===== config.mk =====
export PLATFORM = sky130hd
export DESIGN_NAME = order_entry_packer
export DESIGN_NICKNAME = d
export VERILOG_FILES = /design/src/rtl/hft_order_pkg.sv /design/src/rtl/order_fifo.sv /design/src/rtl/order_entry_packer.sv
export SDC_FILE = /design/constraint.sdc
export NUM_CORES = 1
export LEC_CHECK = 0
export ABC_AREA = 1
export BUFFER_PORTS_ARGS = -buffer_cell sky130_fd_sc_hd__buf_2
export CAP_MARGIN = 20
export CORE_MARGIN = 2
export CORE_UTILIZATION = 40
export CTS_BUF_LIST = sky130_fd_sc_hd__clkbuf_16
export CTS_CLUSTER_SIZE = 8
export DETAILED_ROUTE_END_ITERATION = 12
export MAX_ROUTING_LAYER = met4
export PLACE_DENSITY = 0.67
export SLEW_MARGIN = 40
export SYNTH_ARGS = -nofsm -noshare
export SYNTH_HDL_FRONTEND = slang
export SYNTH_SLANG_ARGS = --single-unit

===== constraint.sdc =====
create_clock -name clk -period 5.6 [get_ports clk]
set_input_delay 0 -clock clk [delete_from_list [all_inputs] [get_ports clk]]
set_output_delay 0 -clock clk [all_outputs]
set_load 0.05 [all_outputs]

===== src/rtl/hft_order_pkg.sv =====
// Order-word layout, type/side codes and transmit FSM encoding, shared with the matching engine.
package hft_order_pkg;

  localparam logic [1:0] ORD_LIMIT  = 2'b00;
  localparam logic [1:0] ORD_MARKET = 2'b01;
  localparam logic [1:0] ORD_STOP   = 2'b10;
  localparam logic [1:0] ORD_TRAIL  = 2'b11;

  localparam logic [1:0] SIDE_BUY  = 2'b00;
  localparam logic [1:0] SIDE_SELL = 2'b01;

  localparam int ORD_WORD_W    = 32;
  localparam int ORD_TYPE_MSB  = 31;
  localparam int ORD_TYPE_LSB  = 30;
  localparam int ORD_SIDE_MSB  = 29;
  localparam int ORD_SIDE_LSB  = 28;
  localparam int ORD_PRICE_MSB = 27;
  localparam int ORD_PRICE_LSB = 20;
  localparam int ORD_QTY_MSB   = 19;
  localparam int ORD_QTY_LSB   = 12;
  localparam int ORD_STOP_MSB  = 11;
  localparam int ORD_STOP_LSB  = 4;
  localparam int ORD_TRAIL_MSB = 3;
  localparam int ORD_TRAIL_LSB = 0;

  typedef enum logic [1:0] {
    TX_IDLE = 2'd0,
    TX_SEND = 2'd1,
    TX_GAP  = 2'd2
  } tx_state_t;

endpackage


===== src/rtl/order_fifo.sv =====
// Synchronous FIFO with power-of-two depth; head is visible combinationally on pop_data.
module order_fifo #(
  parameter int WIDTH = 32,
  parameter int DEPTH = 8
) (
  input  logic                     clk,
  input  logic                     rst,
  input  logic                     push,
  input  logic [WIDTH-1:0]         push_data,
  input  logic                     pop,
  output logic [WIDTH-1:0]         pop_data,
  output logic                     full,
  output logic                     empty,
  output logic [$clog2(DEPTH):0]   count
);
  localparam int AW = $clog2(DEPTH);

  logic [WIDTH-1:0] mem [DEPTH];
  logic [AW-1:0]    wr_ptr;
  logic [AW-1:0]    rd_ptr;
  logic             do_push;
  logic             do_pop;

  assign full     = (count == (AW+1)'(DEPTH));
  assign empty    = (count == '0);
  assign do_push  = push && !full;
  assign do_pop   = pop && !empty;
  assign pop_data = mem[rd_ptr];

  always_ff @(posedge clk) begin
    if (rst) begin
      wr_ptr <= '0;
      rd_ptr <= '0;
      count  <= '0;
    end else begin
      if (do_push) wr_ptr <= wr_ptr + AW'(1);
      if (do_pop)  rd_ptr <= rd_ptr + AW'(1);
      case ({do_push, do_pop})
        2'b10:   count <= count + (AW+1)'(1);
        2'b01:   count <= count - (AW+1)'(1);
        default: count <= count;
      endcase
    end
  end

  // Storage carries no reset; pointers alone define what is valid.
  always_ff @(posedge clk) begin
    if (do_push) mem[wr_ptr] <= push_data;
  end

endmodule


===== src/rtl/order_entry_packer.sv =====
// Validates and packs strategy orders, queues them, and strobes them to the engine with enforced spacing.
module order_entry_packer
  import hft_order_pkg::*;
#(
  parameter int FIFO_DEPTH = 8,
  parameter int MIN_GAP    = 1
) (
  input  logic        clk,
  input  logic        rst,
  input  logic [1:0]  in_type,
  input  logic [1:0]  in_side,
  input  logic [7:0]  in_price,
  input  logic [7:0]  in_qty,
  input  logic [7:0]  in_stop,
  input  logic [3:0]  in_trail,
  input  logic        in_valid,
  output logic        in_ready,
  input  logic        enable,
  output logic [31:0] order_data,
  output logic        order_valid,
  output logic        reject_pulse,
  output logic [15:0] sent_count,
  output logic [15:0] reject_count
);
  localparam int CW = $clog2(FIFO_DEPTH) + 1;
  localparam int GW = (MIN_GAP < 2) ? 1 : $clog2(MIN_GAP + 1);

  logic                  handshake;
  logic                  bad_order;
  logic                  push;
  logic                  pop;
  logic                  full;
  logic                  empty;
  logic [CW-1:0]         unused_count;
  logic [ORD_WORD_W-1:0] packed_word;
  logic [ORD_WORD_W-1:0] head;
  tx_state_t             state;
  logic [GW-1:0]         gap_cnt;

  assign in_ready  = !full;
  assign handshake = in_valid && in_ready;
  assign bad_order = (in_qty == 8'd0) || in_side[1] ||
                     ((in_type == ORD_STOP || in_type == ORD_TRAIL) && in_stop == 8'd0);
  assign push      = handshake && !bad_order;
  assign pop       = (state == TX_IDLE) && !empty && enable;

  always_comb begin
    packed_word = '0;
    packed_word[ORD_TYPE_MSB:ORD_TYPE_LSB] = in_type;
    packed_word[ORD_SIDE_MSB:ORD_SIDE_LSB] = in_side;
    packed_word[ORD_QTY_MSB:ORD_QTY_LSB]   = in_qty;
    if (in_type != ORD_MARKET)
      packed_word[ORD_PRICE_MSB:ORD_PRICE_LSB] = in_price;
    if (in_type == ORD_STOP || in_type == ORD_TRAIL)
      packed_word[ORD_STOP_MSB:ORD_STOP_LSB] = in_stop;
    if (in_type == ORD_TRAIL)
      packed_word[ORD_TRAIL_MSB:ORD_TRAIL_LSB] = in_trail;
  end

  order_fifo #(
    .WIDTH (ORD_WORD_W),
    .DEPTH (FIFO_DEPTH)
  ) u_fifo (
    .clk       (clk),
    .rst       (rst),
    .push      (push),
    .push_data (packed_word),
    .pop       (pop),
    .pop_data  (head),
    .full      (full),
    .empty     (empty),
    .count     (unused_count)
  );

  // Engine has no backpressure: the pulse is emitted on leaving SEND, then MIN_GAP idle cycles.
  always_ff @(posedge clk) begin
    if (rst) begin
      state       <= TX_IDLE;
      gap_cnt     <= '0;
      order_valid <= 1'b0;
      order_data  <= '0;
      sent_count  <= '0;
    end else begin
      order_valid <= 1'b0;
      case (state)
        TX_IDLE: begin
          if (pop) begin
            order_data <= head;
            state      <= TX_SEND;
          end
        end
        TX_SEND: begin
          order_valid <= 1'b1;
          gap_cnt     <= GW'(MIN_GAP);
          sent_count  <= sent_count + 16'd1;
          state       <= TX_GAP;
        end
        TX_GAP: begin
          gap_cnt <= gap_cnt - GW'(1);
          if (gap_cnt == GW'(1)) state <= TX_IDLE;
        end
        default: state <= TX_IDLE;
      endcase
    end
  end

  always_ff @(posedge clk) begin
    if (rst) begin
      reject_pulse <= 1'b0;
      reject_count <= '0;
    end else begin
      reject_pulse <= handshake && bad_order;
      if (handshake && bad_order && reject_count != 16'hFFFF)
        reject_count <= reject_count + 16'd1;
    end
  end

endmodule


-- Word level (Yosys, flattened, before mapping)
Memory sizes are Yosys's and may differ from the RTL's. A register that Yosys moved wholly into a read port is not among the register bits.
Cells that the tools add are included.
- add/sub/neg operators: 7
- eq/ne operators: 11
- muxes and demuxes: 11
- reductions and logical operators: 23
- operators with widths (kind ; count):
    $add A16 B1 Y16 const B ; 2
    $logic_not A8 Y1 ; 2
    $mux W8 ; 2
    $ne A16 B16 Y1 const B ; 1
    $logic_and A1 B1 Y1 ; 9
    $eq A2 B2 Y1 const B ; 4
    $pmux W4 S2 ; 1
    $add A3 B1 Y3 const B ; 2
    $pmux W2 S3 ; 1
    $add A4 B1 Y4 const B ; 1
    $eq A2 B1 Y1 const B ; 2
    $eq A4 B4 Y1 const B ; 1
    $logic_not A4 Y1 ; 1
    $mux W2 ; 2
    $mux W4 ; 1
    $ne A2 B1 Y1 const B ; 2
    $reduce_and A2 Y1 ; 2
    $reduce_bool A2 Y1 ; 2
    $sub A4 B1 Y4 const B ; 1
    $logic_not A1 Y1 ; 3
    $logic_or A1 B1 Y1 ; 3
    $mux W1 ; 3
    $logic_not A2 Y1 ; 1
    $ne A2 B2 Y1 const B ; 1
    2 further kinds ; 2
- register bits after elaboration: 47
- RAM bits: 256
- bits of input ports: 36
- output and inout port bits: 67
- logic and storage cells: 62
- memories: 1
- memories (memory ; words ; width ; rd ports ; clocked after memory_dff ; write ports ; line ; RTL):
    u_fifo.mem ; 8 ; 32 ; 1 ; 1 ; 1 ; order_fifo.sv:18 ; logic [WIDTH-1:0] mem [DEPTH];

-- Longest topological paths before layout
Gate-level depths: netlist (run 1).
- depth after elaboration: 9
- depth in mapped cells: 15
- mapped depth without buffers: 15

-- By module
A second synthesis (run 1) with hierarchy kept.
- cells, all modules: 1308
- area total of the unflattened synthesis: 13912.1 sq um
- by module, submodules not included (module ; times used ; cells an instance ; area an instance (sq um) ; seq. area each (sq um)):
    order_fifo ; 1 ; 816 ; 10630.2 ; 7947.6
    order_entry_packer ; 1 ; 492 ; 3281.9 ; 1381.3

-- Worst setup path before layout (run 1)
Ideal clock, no wire load.
- path type: reg2reg
- from: register u_fifo.count[2]
- to: memory u_fifo.mem[0][0], enable pin
- arrival time: 2868 ps
- data required time: 5179 ps
- path slack: 2311 ps
- cell stages (with the launch flop): 8
- buffers on the path: 0
- period minus slack after synthesis: 3289 ps
- cells stage by stage: dfxtp_1 > inv_1 > nand3_1 > nand2_1 > inv_2 > nand3_2 > or2_1 > nor2_1
- longest elaborated chain between the ends: 7
- RTL lines (element ; line ; RTL):
    start: declaration ; order_fifo.sv:14 ; output logic [$clog2(DEPTH):0] count
    start signal: assignment ; order_fifo.sv:39 ; 2'b10: count <= count + (AW+1)'(1);
    start signal: assignment ; order_fifo.sv:40 ; 2'b01: count <= count - (AW+1)'(1);
    start signal: assignment ; order_fifo.sv:41 ; default: count <= count;
    $eq A4 B4 Y1 * ; order_fifo.sv:24 ; assign full = (count == (AW+1)'(DEPTH));
    $logic_not A1 Y1 * ; order_entry_packer.sv:40 ; assign in_ready = !full;
    via in_ready ; order_entry_packer.sv:17 ; output logic in_ready,
    $logic_and A1 B1 Y1 ; order_entry_packer.sv:41 ; assign handshake = in_valid && in_ready;
    $logic_and A1 B1 Y1 ; order_entry_packer.sv:44 ; assign push = handshake && !bad_order;
    $logic_and A1 B1 Y1 * ; order_fifo.sv:26 ; assign do_push = push && !full;
    $mux W1 * ; order_fifo.sv:48 ; if (do_push) mem[wr_ptr] <= push_data;
    $mux W1 (not written as such) * ; order_fifo.sv:48 ;
    end: declaration ; order_fifo.sv:18 ;
The timed path passes the listed nets; every way through them passes the cells marked *.

-- Worst setup path in the final report (run 1)
- from: register u_fifo.count[0]
- to: memory u_fifo.mem[1][3], enable pin
- longest elaborated chain between the ends: 7
- RTL lines (element ; line):
    $eq A4 B4 Y1 * ; order_fifo.sv:24
    $logic_not A1 Y1 * ; order_fifo.sv:26, order_entry_packer.sv:40
    $logic_and A1 B1 Y1 ; order_entry_packer.sv:41
    $logic_and A1 B1 Y1 ; order_entry_packer.sv:44
    $logic_and A1 B1 Y1 * ; order_fifo.sv:26
    $mux W1 * ; order_fifo.sv:48
    $mux W1 (not written as such) * ; order_fifo.sv:48
Every way passes the cells marked *; elsewhere a longest branch is shown, timed or not.

==> results of run 1 <==
-- layer usage --
layer,routed length (um),up-vias,GRT usage
met3,1802,54,0.02924
li1,-,4711,-
met2,14380,279,0.2814
met5,0,-,-
met1,13590,4480,0.2252
met4,602,0,0.05439
-- synth_stat cells (2+ instances only) --
cell	count
a21oi_1	65
xnor2_1	4
buf_2	10
clkbuf_1	39
nor3_1	5
edfxtp_1	256
a31oi_1	2
buf_4	3
nand3_1	22
nand3b_1	2
inv_1	68
buf_1	6
nand2_2	2
a21oi_2	3
xor2_1	3
inv_2	4
nand4_1	13
dfxtp_1	79
ha_1	10
nor2_4	4
buf_6	9
o21ai_0	195
nand2_1	99
nand3_2	3
o211ai_1	31
o21ai_1	53
nor2_1	269
-- layout make-up --
| class | instances | share of cell area |
|---|---|---|
| well taps | 448 | 0.03430 |
| flip-flops and latches | 335 | 0.5676 |
| clock buffers | 48 | 0.07349 |
| clock inverters | 40 | 0.01301 |
| multi-input cells | 790 | 0.2347 |
| inverters | 73 | 0.01684 |
| repair buffers | 151 | 0.05986 |
| diodes | 1 | 0.0001531 |
-- registers in the layout, indices dropped and copies added, names as in the netlist, 2 cells and up --
name           cells
sent_count        16
u_fifo.wr_ptr      3
u_fifo.rd_ptr      3
u_fifo.mem       256
u_fifo.count       4
reject_count      16
order_data        32
state              2
-- stage by stage --
step	cell area (sq um)	util
6_report	16340	0.4862
5_1_grt	16340	0.4862
4_1_cts	16340	0.4861
3_5_place_dp	14580	0.4337
3_3_place_gp	14580	0.4336
2_1_floorplan	13660	-
-- path summary, 6_finish.rpt --
| check | start | end | slack [ns] | cells past startpoint |
|---|---|---|---|---|
| worst min register to register | gap_cnt | gap_cnt | 0.47 | 1 |
| worst max-delay path | u_fifo.count[0] | u_fifo.mem[1][3] | 3.06 | 9 |
| worst max register to register | u_fifo.count[0] | u_fifo.mem[1][3] | 3.06 | 9 |
| worst min-delay path | in_side[0] | u_fifo.mem[1][28] | 0.26 | 2 |
-- cell families (layout without fill, tap and decap cells) --
logic type	after synthesis	in the layout
and+or+nand+nor	422	422
buffers and inverters	141	312
AOI/OAI and AO/OA	351	351
other	0	1
xor gates and xnor gates	7	7
adders and majority gates	10	10
DFF	335	335
-- worst max-delay path, delay by kind of cell, from the launching register on --
kind / cells / cell delay, ns
AND/OR/NAND/NOR: 6 / 1.00
buffers and inverters: 3 / 0.77
flip-flops: 1 / 0.39
-- report_power, final --
part / internal, W / leakage (nW) / switching (W) / total [W]
clock: 0.00155 / 0.811 / 0.00103 / 0.00258
combinational: 0.000528 / 2.25 / 0.00138 / 0.00191
sequential: 0.00287 / 2.98 / 0.000192 / 0.00307
total: 0.00495 / 6.04 / 0.00261 / 0.00756
-- timing repair --
item / CTS / global route
gates resized for setup: 0 / 0
hold endpoints to repair: 272 / 0
hold buffers: 35 / 0
==> reports/qor.txt, run 1 <==
Number of instances in the synthesized netlist -> 1266
Setup repair after global routing missed its margin -> false
Mean Syn Cell Area -> 10.79 sq um
Total power -> 0.007557 W
Worst-path cell with the longest stage delay -> buf_4
Total via count in the routed design -> 9524
Setup-violating endpoint count in the final report -> 0
Maximum clock rate -> 0.3944 GHz
Capturing element type of the critical path -> flip-flop
Number of enable-type register cells in the synthesized netlist -> 256
DRC marker count from the first detailed-route iteration -> 769
Largest family of logic cells by synthesized area -> compound AO/OA/AOI/OAI gates
Via count normalized by instance count -> 5.050
Final WS setup -> 3.064 ns
Top_reg_cell synth -> edfxtp_1
# Max-Cap Violations -> 0
Maximum buffer depth of the clock tree -> 3
Adder and majority cell fraction of the synthesized area -> 0.009157
Number of sinks handled by clock tree synthesis -> 335
Cell Pwr Density -> 462.4 mW/mm^2
Area of the mapped netlist -> 0.01366 sq mm
Commonest non-fill, non-tap cell in the layout -> nor2_1
Count of unresolved DRC violations after routing -> 0
Cell row count -> 67
Count of state elements after synthesis -> 335
Area taken by multi-input logic gates -> 0.003836 sq mm
CTS tree -> yes
Via count of the first global-routing pass -> 9154
Register area -> 0.009278 sq mm
Worst hold path type -> in -> reg
Leakage Power -> 6.038 nW
Pin count of the biggest net entering global routing -> 121
Share of cell area taken by muxes after synthesis -> 0
Worst-skew pair later-pin latency -> 0.56 ns
Vertical extent of the die -> 188.8 um
Largest fanout on the critical path -> 26
Die Wd -> 188.8 um
Worst EP required -> 5.78 ns
DP Worst Slack -> 3.096 ns
Initial DRT Pass Iterations -> 5
Inserted Clock Buffers -> 48
Ordered cell list for the critical path -> nor2_1, nand3_1, nand2_1, inv_2, nand3_2, inv_1, nand2_1, nor2_4, buf_4
Final critical-path share of the clock period -> 0.4528
Final Instance Count excl. Fillers -> 1886
Share of the synthesized area in compound gates (AO/OA/AOI/OAI) -> 0.1356
Fraction of registers with async set or reset after synthesis -> 0
CORE AREA -> 0.03362 sq mm
Root buffer selected by CTS -> clkbuf_16
Worst clock skew -> 0.02736 ns
Share of cells above drive strength 1 -> 0.1385
Worst vdd rail ir drop -> 0.0002853 V
Wire length of the first global-routing pass -> 48010 um
Hold Vio Cnt, Final -> 0
Die footprint -> 0.03565 sq mm
Post-layout minimum cycle time -> 2.536 ns
Clk pin slew, worst setup/hold paths -> 0.05 ns
Number of antenna violations at the first check in global routing -> 1
Worst max-slew margin expressed relative to the limit -> 0.4737
Filler cells -> 2937
Hold_ws -> 0.2599 ns
Data arrival, critical path -> 2.72 ns
Setup Fix Bufs, Post-CTS -> 0
Number of nets with antenna violations after detailed routing -> 0
Final net count -> 1445
Outcome -> finished clean
Number of placed I/O pins -> 103
Ranking of synthesized cells by area -> edfxtp_1 56%, dfxtp_1 12%, nor2_1 7.4%
Overflow after GRT -> 0
Effective utilization at floorplan -> 0.4065
Leading cell types in the layout, fill and taps excluded -> 260 x nor2_1, 256 x edfxtp_1, 195 x o21ai_0
Synthesized-area fraction occupied by xor and xnor cells -> 0.004487
Area growth from synthesis to layout -> 19.61%
Transition time at the pin with the least slew margin -> 0.7895 ns
Delay of the slowest cell on the worst path -> 0.45 ns
Final weighted congestion in routability-driven placement -> 0.8257
Number of unique standard cell types used by synthesis -> 34
Kind of launch point of the worst setup path -> flip-flop
Critical setup path kind -> reg -> reg
H-tree lvl count -> 2
Number of warnings reported in the yosys synthesis log -> 0
Total Routed Length -> 30380 um
Synth Net Count -> 1312
WL per Instance -> 16.11 um
Library cell appearing most often on the critical path -> nand2_1
Area fraction of the dominant cell type after synthesis -> 0.5626
Seq/Total Area, Yosys -> 0.6783
Total track usage -> 0.1741
Total negative slack -> 0 ns
Number of buffers added on ports -> 102
HPWL reported at the end of detailed placement -> 16410 um
Placed cell count -> 1762
Fraction of the mapped netlist area in simple logic gates -> 0.1269
Number of max-slew violations in the final report -> 0
Cell taking the most area after synthesis -> edfxtp_1
(Power assumes the default switching activity.)
==> run 2: changes to the inputs <==
- PLACE_DENSITY: 0.67 -> 0.69
- clock period: 5.6 -> 2.2 ns (I/O delays scaled with it)
==> run 2 against run 1 <==
Sequential share of layout area is 1.0 points lower. Count of clock-buffer cells in the layout is 1 lower. Design area is 1.9% higher. Combinational power grew to 2.7 times the previous value. Critical path depth is 1 higher. Worst setup slack worse by 2.9 ns. Final cell count is 1.1% higher. Non-clock buffer count is 24 higher. Clock skew is 0.0077 ns lower. Register-to-register slack worse by 2.9 ns. Sequential cell count stayed put. Die area stayed put. Largest cell class unchanged.
==> reports/qor.txt, run 2 (synthesis results as in run 1) <==
Number of buffers added on ports -> 102
Total via count in the routed design -> 9665
Cell Pwr Density -> 1161 mW/mm^2
Top reg by flops -> u_fifo.mem
Launch point of the critical path -> state[0]
Final weighted congestion in routability-driven placement -> 0.8428
Worst EP required -> 2.63 ns
Worst vdd rail ir drop -> 0.0007296 V
Count of unresolved DRC violations after routing -> 0
Commonest non-fill, non-tap cell in the layout -> nor2_1
Outcome -> finished clean
Clk pin slew, worst setup/hold paths -> 0.06 ns
Placed cell count -> 1787
Overflow after GRT -> 0
Total Routed Length -> 31440 um
Cell row count -> 67
Worst hold path type -> in -> reg
Worst clock skew -> 0.01963 ns
Leakage Power -> 6.169 nW
Filler cells -> 2937
Number of nets with antenna violations after detailed routing -> 0
Total track usage -> 0.1819
Die footprint -> 0.03565 sq mm
Initial DRT Pass Iterations -> 6
Kind of launch point of the worst setup path -> flip-flop
Max reg flops -> 256
Setup-violating endpoint count in the final report -> 0
Via count of the first global-routing pass -> 9485
Effective utilization at floorplan -> 0.4065
Final critical-path share of the clock period -> 0.9334
Post-layout minimum cycle time -> 2.053 ns
CTS tree -> yes
Leading cell types in the layout, fill and taps excluded -> 258 x nor2_1, 256 x edfxtp_1, 195 x o21ai_0
Number of max-slew violations in the final report -> 0
DRC marker count from the first detailed-route iteration -> 727
H-tree lvl count -> 2
Root buffer selected by CTS -> clkbuf_16
Largest fanout on the critical path -> 31
Area growth from synthesis to layout -> 21.85%
Die Wd -> 188.8 um
Transition time at the pin with the least slew margin -> 0.5967 ns
# Max-Cap Violations -> 0
Worst-skew pair later-pin latency -> 0.54 ns
Via count normalized by instance count -> 5.071
Hold Vio Cnt, Final -> 0
Number of placed I/O pins -> 103
Final net count -> 1468
Capturing element type of the critical path -> flip-flop
Inserted Clock Buffers -> 47
Vertical extent of the die -> 188.8 um
Final Instance Count excl. Fillers -> 1906
Total negative slack -> 0 ns
WL per Instance -> 16.50 um
Share of cells above drive strength 1 -> 0.1551
Hold_sp -> in_type[1]
Core occupancy in the finished layout -> 0.4953
Number of antenna violations at the first check in global routing -> 1
HPWL reported at the end of detailed placement -> 18630 um
Data arrival, critical path -> 2.48 ns
CORE AREA -> 0.03362 sq mm
Pin count of the biggest net entering global routing -> 108
Worst max-slew margin expressed relative to the limit -> 0.6016
Maximum clock rate -> 0.4870 GHz
Top flop regs -> u_fifo.mem (256), order_data (32)
Launch instance of the worst register-to-register path -> state[0]
Setup repair after global routing missed its margin -> false
Maximum buffer depth of the clock tree -> 3
Wire length of the first global-routing pass -> 50180 um
Number of sinks handled by clock tree synthesis -> 335
Critical setup path kind -> reg -> reg
Hold_ws -> 0.03304 ns
-- run 2: final timing paths --
path	endpoint	slack (ns)	cells after the start
max	u_fifo.count[3]	0.15	10
min	u_fifo.mem[6][31]	0.03	2
max reg2reg	u_fifo.count[3]	0.15	10
min reg2reg	gap_cnt	0.47	1
-- run 2: power breakdown --
| group | switching (W) | internal, W | leakage (nW) | total (W) |
|---|---|---|---|---|
| combinational | 0.00374 | 0.00150 | 2.41 | 0.00525 |
| sequential | 0.000381 | 0.00732 | 2.98 | 0.00770 |
| clock | 0.00256 | 0.00382 | 0.779 | 0.00639 |
| total | 0.00669 | 0.0126 | 6.17 | 0.0193 |
-- run 2: cell type report --
class / instances / area (sq um) / area share
clock inverter: 37 / 163.9 / 0.009844
antenna: 1 / 2.502 / 0.0001503
timing repair buffer: 175 / 1323 / 0.07943
clock buffer: 47 / 1176 / 0.07064
tap: 448 / 560.5 / 0.03367
sequential: 335 / 9278 / 0.5572
inverter: 73 / 275.3 / 0.01653
multi-input combinational: 790 / 3871 / 0.2325
-- run 2: what timing repair did --
item	4_1_cts	5_1_grt
endpoints found under the setup margin	0	17
hold buffers	34	0
buffers inserted	0	0
resized for setup	0	7
hold endpoints to repair	267	0
-- run 2: critical path, cell delays in order (launching register included) --
cell and delay (ns):
dfxtp_1 0.36, inv_1 0.08, ha_1 0.22, nand3_1 0.14, inv_2 0.06, buf_4 0.24
ha_1 0.28, xnor2_1 0.21, nor2_1 0.07, o21ai_0 0.20, inv_1 0.07
-- run 2: through the flow --
step	power, W	worst slack (ns)	cell area [sq um]
floorplan	0.01165	0.01025	13740
global placement	0.01291	0.1534	14940
detailed placement	0.01301	0.02686	14940
CTS	0.01948	0.01512	16620
global route	0.02037	0.01453	16650
finish	0.01933	0.1466	16650
-- run 2: routing by layer --
layer / wire length [um] / track usage
met5: 0 / -
met4: 708 / 0.05559
met3: 1767 / 0.03092
met2: 15170 / 0.3008
met1: 13790 / 0.2299
